`src/rtl/memory_access_unit.sv`:
```
// SRAM access sequencer: accepts one read/write request, holds the SRAM strobes for a fixed
// number of wait cycles, then pulses rsp_valid (the MDR load enable) for one cycle.
module memory_access_unit #(
  parameter int unsigned width       = 16,
  parameter int unsigned addr_width  = 16,
  parameter int unsigned wait_cycles = 2
) (
  input  logic                  clk,
  input  logic                  rst_n,
  input  logic                  req_valid,
  input  logic                  req_we,
  input  logic [addr_width-1:0] req_addr,
  input  logic [width-1:0]      req_wdata,
  output logic                  req_ready,
  output logic                  rsp_valid,
  output logic [width-1:0]      rsp_rdata,
  output logic                  mem_ce_n,
  output logic                  mem_oe_n,
  output logic                  mem_we_n,
  output logic [addr_width-1:0] mem_addr,
  output logic [width-1:0]      mem_wdata,
  input  logic [width-1:0]      mem_rdata
);

  if (wait_cycles < 1 || wait_cycles > 15) begin : g_bad_wait_cycles
    $error("memory_access_unit: wait_cycles must be in 1..15");
  end

  localparam logic [3:0] CntInit = 4'(wait_cycles - 1);

  typedef enum logic [1:0] {StIdle, StAccess, StDone} state_e;

  state_e                state_q, state_d;
  logic [3:0]            cnt_q, cnt_d;
  logic                  we_q, we_d;
  logic [addr_width-1:0] addr_q, addr_d;
  logic [width-1:0]      wdata_q, wdata_d;
  logic [width-1:0]      rdata_q, rdata_d;

  always_ff @(posedge clk or negedge rst_n) begin
    if (!rst_n) begin
      state_q <= StIdle;
      cnt_q   <= 4'd0;
      we_q    <= 1'b0;
      addr_q  <= '0;
      wdata_q <= '0;
      rdata_q <= '0;
    end else begin
      state_q <= state_d;
      cnt_q   <= cnt_d;
      we_q    <= we_d;
      addr_q  <= addr_d;
      wdata_q <= wdata_d;
      rdata_q <= rdata_d;
    end
  end

  always_comb begin
    state_d = state_q;
    cnt_d   = cnt_q;
    we_d    = we_q;
    addr_d  = addr_q;
    wdata_d = wdata_q;
    rdata_d = rdata_q;
    case (state_q)
      StIdle: begin
        if (req_valid) begin
          state_d = StAccess;
          cnt_d   = CntInit;
          we_d    = req_we;
          addr_d  = req_addr;
          wdata_d = req_wdata;
        end
      end
      StAccess: begin
        if (cnt_q == 4'd0) begin
          state_d = StDone;
          // Read data is sampled on the final edge of the access window.
          if (!we_q) rdata_d = mem_rdata;
        end else begin
          cnt_d = cnt_q - 4'd1;
        end
      end
      StDone:  state_d = StIdle;
      default: state_d = StIdle;
    endcase
  end

  // Strobes decode straight from the state register so reset releases them asynchronously.
  always_comb begin
    req_ready = 1'b0;
    rsp_valid = 1'b0;
    mem_ce_n  = 1'b1;
    mem_oe_n  = 1'b1;
    mem_we_n  = 1'b1;
    case (state_q)
      StIdle:   req_ready = 1'b1;
      StAccess: begin
        mem_ce_n = 1'b0;
        mem_oe_n = we_q;
        mem_we_n = ~we_q;
      end
      StDone:   rsp_valid = 1'b1;
      default:  req_ready = 1'b0;
    endcase
  end

  assign mem_addr  = addr_q;
  assign mem_wdata = wdata_q;
  assign rsp_rdata = rdata_q;

endmodule
```
`config.mk`:
```
export PLATFORM = sky130hd
export DESIGN_NAME = memory_access_unit
export DESIGN_NICKNAME = d
export VERILOG_FILES = /design/src/rtl/memory_access_unit.sv
export SDC_FILE = /design/constraint.sdc
export NUM_CORES = 1
export LEC_CHECK = 0
export ABC_AREA = 1
export BUFFER_PORTS_ARGS = -buffer_cell sky130_fd_sc_hd__buf_2
export CORE_MARGIN = 3
export CORE_UTILIZATION = 40
export CTS_CLUSTER_SIZE = 24
export DETAILED_ROUTE_END_ITERATION = 10
export HOLD_SLACK_MARGIN = 0.03
export PLACE_DENSITY = 0.76
export SLEW_MARGIN = 20
export SYNTH_ARGS = -nofsm -noshare
export SYNTH_HDL_FRONTEND = slang
export SYNTH_SLANG_ARGS = --single-unit
```
`constraint.sdc`:
```
create_clock -name clk -period 1.3 [get_ports clk]
set_input_delay 0.13 -clock clk [delete_from_list [all_inputs] [get_ports clk]]
set_output_delay 0.13 -clock clk [all_outputs]
set_load 0.01 [all_outputs]
```
==> impl_results.md, run 1 <==
* Power per standard cell area at 2300 nW/um^2
* Max Fclk at 784 MHz
* Worst setup EP type: primary output
* Nets@finish at 454
* Setup Skew at 4.58 ps
* I/O Buffers at 104
* Synthesized area per cell at 9.01 sq um
* FF+latch count, synth at 55
* Most frequent cells in the layout: 135 x nand2_1, 103 x buf_2, 55 x dfrtp_1, 33 x dlygate4sd3_1, 18 x nand3_1
* Routed Antenna Nets at 0
* Clock Latency Late Sink at 300 ps
* Iteration-0 DRC count of the detailed router at 105
* Max Transition Viols Final at 0
* Post-route DRC at 0
* CP max FO at 2
* Via count at 2124
* Max IR drop VDD at 0.879 mV
* Crit Path Category: reg2out
* Most common cell after layout, fill and taps aside: nand2_1
* Unrepaired setup endpoints after global routing: true
* Area grow syn2layout at 51.3%
* Clk pin slew, worst setup/hold paths at 90 ps
* Ant. Diodes at 0
* Io pins at 105
* DR pass1 iterations at 6
* Pleak at 0.00193 uW
* Worst EP required at 1170 ps
* Wire per inst at 12.4 um
* Placeable Area at 5270 sq um
* Detailed placer's ending HPWL at 3720 um
* CTS tree: built
* Relative slew slack at 81.2%
* H-tree levels at 2
* Post-DP Area at 2850 sq um
* Num rows at 26
* RD Place Congestion at 0.799
* Final worst-path setup slack at 24.1 ps
* Synth Cell Area at 2240 sq um
* WHS at 43.8 ps
* Sequential-to-total area share from yosys stat at 61.3%
* Antenna violations before repair at 0
* CTS Root Cell: clkbuf_8
* MaxCap Viol Count at 0
* CTS Sinks at 55
* Area of the die at 6550 sq um
* First-pass GRT wire length at 9330 um
* Final min period at 1280 ps
* Vias in the first global route at 2127
* Cell count after synthesis at 249
* Number of synthesis warnings at 0
* Final Power at 7820 uW
* Routed WL at 5820 um
* Largest net degree at the start of global routing at 56
* Final setup vio count at 0
* Cts bufs inserted at 5
* Largest buffer count on any clock path at 2
* Chip height at 80.9 um
* Critical path launch point type: flop
* GRT Max-Usage Layer: met2
* Vias per inst at 4.51
* Final Cell Area at 3400 sq um
* Endpoints failing hold at 0
* Setup WS pre-CTS at 42.2 ps
* Fraction of layout cells with a size suffix above 1 at 35.2%
* GRT overflow at 0
* Tot GR Track Use at 18.3%
* GR Util met2 at 34.2%
* Final period util at 98.1%
* Syn nets at 303
* Die width at 80.9 um
* Initial Util at 42.6%
* Met3 Usage GRT at 4.32%
* Worst slew pin tran at 282 ps
* M1 GR Usage at 21.4%
* Min-delay worst type: in2reg
* Status: complete, no violations
* Netlist cell types at 18
* Arrival time at the worst endpoint at 1150 ps
[stage by stage]
step / setup TNS (ps) / instances / utilization, %
4_1_cts: -16.7 / 467 / 62.7
3_5_place_dp: 0 / 422 / 54.1
5_1_grt: -291 / 471 / 64.4
2_1_floorplan: 0 / 249 / -
3_3_place_gp: 0 / 422 / 54.1
6_report: 0 / 471 / 64.4
[timing repair]
action | in CTS | in global routing
endpoints found under the hold margin | 87 | 0
gates resized for setup | 3 | 20
gates cloned | 0 | 1
pin swaps | 1 | 3
hold buffers | 33 | 0
setup endpoints to repair | 2 | 56
setup buffers | 4 | 3
[cell families after synthesis]
group	after synthesis	share of synthesized area (%)
buffers and inverters	17	4.79
DFF	55	61.3
AOI/OAI and AO/OA	4	0.892
and+or+nand+nor	170	31.5
xor gates and xnor gates	1	0.390
adders and majority gates	2	1.11
[power breakdown]
part | leakage [uW] | internal (uW) | switching, uW
Combinational | 0.00121 | 1670 | 2250
Clock | 0.0000412 | 377 | 522
Sequential | 0.000680 | 2530 | 468
Total | 0.00193 | 4580 | 3240
[cell usage after synthesis]
cell,number,area (sq um)
nor2_1,8,30.0
nor2_8,1,20.0
ha_1,2,25.0
xor2_1,1,8.76
nand2_1,137,514
nand2_2,1,6.26
nand4_1,1,6.26
o21ai_0,4,20.0
buf_6,4,45.0
nor2_2,1,6.26
buf_2,3,15.0
nand3_1,18,90.1
inv_1,5,18.8
dfrtp_1,55,1380
inv_4,1,6.26
buf_4,2,15.0
nand2_4,3,33.8
inv_2,2,7.51
[flip-flops by register name (all words and copies together), names as in the netlist]
signal and cells:
cnt_q 4, mem_addr 16, mem_wdata 16, rsp_rdata 16
state_q 2, we_q 1
[worst max-delay path, stage by stage (launching register included)]
cell and delay, ps:
dfrtp_1 400, buf_4 140, nor2_2 140, buf_2 170
[path summary, 6_finish.rpt]
kind | cells after the start | start | slack [ps] | end
worst min register to register | 2 | rsp_rdata[2] | 470 | rsp_rdata[2]
worst max register to register | 6 | state_q[1] | 40 | mem_addr[8]
min in group asynchronous | 3 | rst_n | 360 | rsp_rdata[14]
worst min-delay path | 3 | req_addr[11] | 40 | mem_addr[11]
max in group asynchronous | 3 | rst_n | 720 | mem_wdata[10]
worst max-delay path | 3 | state_q[1] | 20 | req_ready
[area by class of cell]
type	instances	area (sq um)
Sequential cell	55	1380
Clock inverter	2	12.5
Fill cell	466	1870
Timing Repair Buffer	153	1010
Multi-Input combinational cell	177	782
Inverter	8	52.6
Tap cell	70	87.6
Clock buffer	6	72.6
[routing by layer]
layer  wire length (um)  vias up
li1                   -     1065
met1               2380      966
met2               2960       87
met3                437        6
met4                 39        0
met5                  0        -
No activity file was read; power rests on OpenSTA's default activity.
==> run 2, diff against run 1 <==
PLACE_DENSITY = 0.73   (was 0.76)
clock period = 1.65 ns   (was 1.3 ns; I/O delays follow)
==> impl_results.md, run 2 (synthesis gave the netlist of run 1 again) <==
* Status: complete, no violations
* CP Cell Sequence: inv_1 -> nand2_4 -> nor2_8 -> inv_1 -> buf_2
* Routed WL at 4950 um (-15%)
* Relative slew slack at 79.4% (-1.8 points)
* Arrival time at the worst endpoint at 1360 ps (+210 ps)
* Num rows at 26 (unchanged)
* First-pass GRT wire length at 8280 um (-11%)
* Slowest stage delay, CP at 400 ps (about the same)
* Die width at 80.9 um (unchanged)
* Largest buffer count on any clock path at 2 (unchanged)
* Placeable Area at 5270 sq um (unchanged)
* Area grow syn2layout at 29.0%
* Largest net degree at the start of global routing at 56 (unchanged)
* Final worst-path setup slack at 124 ps (+100 ps)
* CTS resizes at 0 (-3)
* Clock Latency Late Sink at 290 ps (about the same)
* Worst slew pin tran at 308 ps (+26.6 ps)
* Final Power at 5560 uW (-29%)
* Final period util at 92.5%
* Routed Antenna Nets at 0 (unchanged)
* Most frequent cells in the layout: 137 x nand2_1, 104 x buf_2, 55 x dfrtp_1, 18 x nand3_1, 8 x nor2_1
* Unrepaired setup endpoints after global routing: false
* Fin cells at 424 (-10%)
* Vias in the first global route at 1857 (-13%)
* Critical Path Slowest Stage Cell: dfrtp_1
* RD Place Congestion at 0.714 (-11%)
* Vias per inst at 4.58 (+1.5%)
* Final min period at 1530 ps
* Setup_tns at 0 ps (unchanged)
* Setup Fix Bufs, Post-CTS at 0 (-4)
* Most common cell after layout, fill and taps aside: nand2_1
* Crit path max-delay family: flip-flops
* Endpoints failing hold at 0 (unchanged)
* Area of the die at 6550 sq um (unchanged)
* Inst Count DP at 417 (-1.2%)
* Clk pin slew, worst setup/hold paths at 90 ps (about the same)
* GRT overflow at 0 (unchanged)
* Io pins at 105 (unchanged)
* Setup Skew at 5.25 ps (+0.674 ps)
* Tot GR Track Use at 16.0% (-2.3 points)
* Power per standard cell area at 1920 nW/um^2 (-17%)
* Wire per inst at 11.7 um (-5.5%)
* Worst setup EP type: primary output
* Most Frequent Cell on Critical Path: inv_1
* Via count at 1941 (-8.6%)
* Pleak at 0.00172 uW (-11%)
* Chip height at 80.9 um (unchanged)
* CTS Root Cell: clkbuf_8
* CP max FO at 18 (+16)
* Setup WS pre-CTS at 355 ps (+313 ps)
* CTS Sinks at 55 (unchanged)
* Final setup vio count at 0 (unchanged)
* Antenna violations before repair at 0 (unchanged)
* Fraction of layout cells with a size suffix above 1 at 34.2% (-0.98 points)
* Max Fclk at 655 MHz
* Cts bufs inserted at 5 (unchanged)
* Max IR drop VDD at 0.843 mV (-4.1%)
* I/O Buffers at 104 (unchanged)
* DR pass1 iterations at 4 (-2)
* Critical Path Stages at 5 (+2)
* Worst Path Buf+Inv at 3 (+1)
* CTS Hold Buffers Added at 1 (-97%)
* Initial Util at 42.6% (unchanged)
* MaxCap Viol Count at 0 (unchanged)
* Worst EP required at 1480 ps (+310 ps)
* WHS Path Cells at 3 (unchanged)
* Min-delay worst type: in2reg
* Crit Path Category: reg2out
* WHS at 54.3 ps (+10.5 ps)
* Critical path launch point type: flop
* CTS tree: built
* Nets@finish at 409 (-9.9%)
* Detailed placer's ending HPWL at 3570 um (-4.2%)
* Post-route DRC at 0 (unchanged)
* H-tree levels at 2 (unchanged)
* R2R cell count at 7 (+1)
* Iteration-0 DRC count of the detailed router at 77 (-27%)
* Max Transition Viols Final at 0 (unchanged)
* Ant. Diodes at 0 (unchanged)
run 2: changes by cell type in the layout (fill, tap and decap cells not counted), moves of 2 or more:
cell / change
dlygate4sd3_1: -32
buf_4: -8
buf_6: -5
inv_1: +2
nand2_1: +2
run 2: per-layer routing:
metal	global-route usage [%]	wire length, um
met1	20.3	2180
met3	5.43	487
met4	3.55	15
met5	0	0
met2	26.7	2270
run 2: per-stage QoR:
| stage | utilization [%] | area (sq um) |
|---|---|---|
| floorplan | - | 2240 |
| global placement | 53.4 | 2810 |
| detailed placement | 53.4 | 2810 |
| CTS | 54.9 | 2900 |
| global route | 54.9 | 2900 |
| finish | 54.9 | 2900 |
run 2: final cells by class:
cell class	count	area (sq um)
multi-input combinational	177	761
inverter	8	32.5
fill	512	2370
tap	70	87.6
sequential	55	1380
timing repair buffer	108	566
clock buffer	6	72.6
run 2: final timing paths:
kind,startpoint,endpoint,slack [ps]
worst max register to register,cnt_q[0],rsp_rdata[8],320
max in group asynchronous,rst_n,mem_addr[1],1020
worst min-delay path,req_addr[5],mem_addr[5],50
worst min register to register,rsp_rdata[7],rsp_rdata[7],470
min in group asynchronous,rst_n,rsp_rdata[6],390
worst max-delay path,state_q[1],mem_oe_n,120
run 2: report_power, final:
part	total, uW	switching (uW)	internal [uW]	leakage (uW)
logic	2530	1570	962	0.00100
clock network	662	378	284	0.0000371
registers	2370	370	2000	0.000680
run 2: worst register-to-register path, cell delays in order (launching register included):
cell and delay, ps:
dfrtp_1 390, inv_1 120, ha_1 160, nand2_1 110, inv_2 100, buf_4 210
nand3_1 100, nand2_1 80
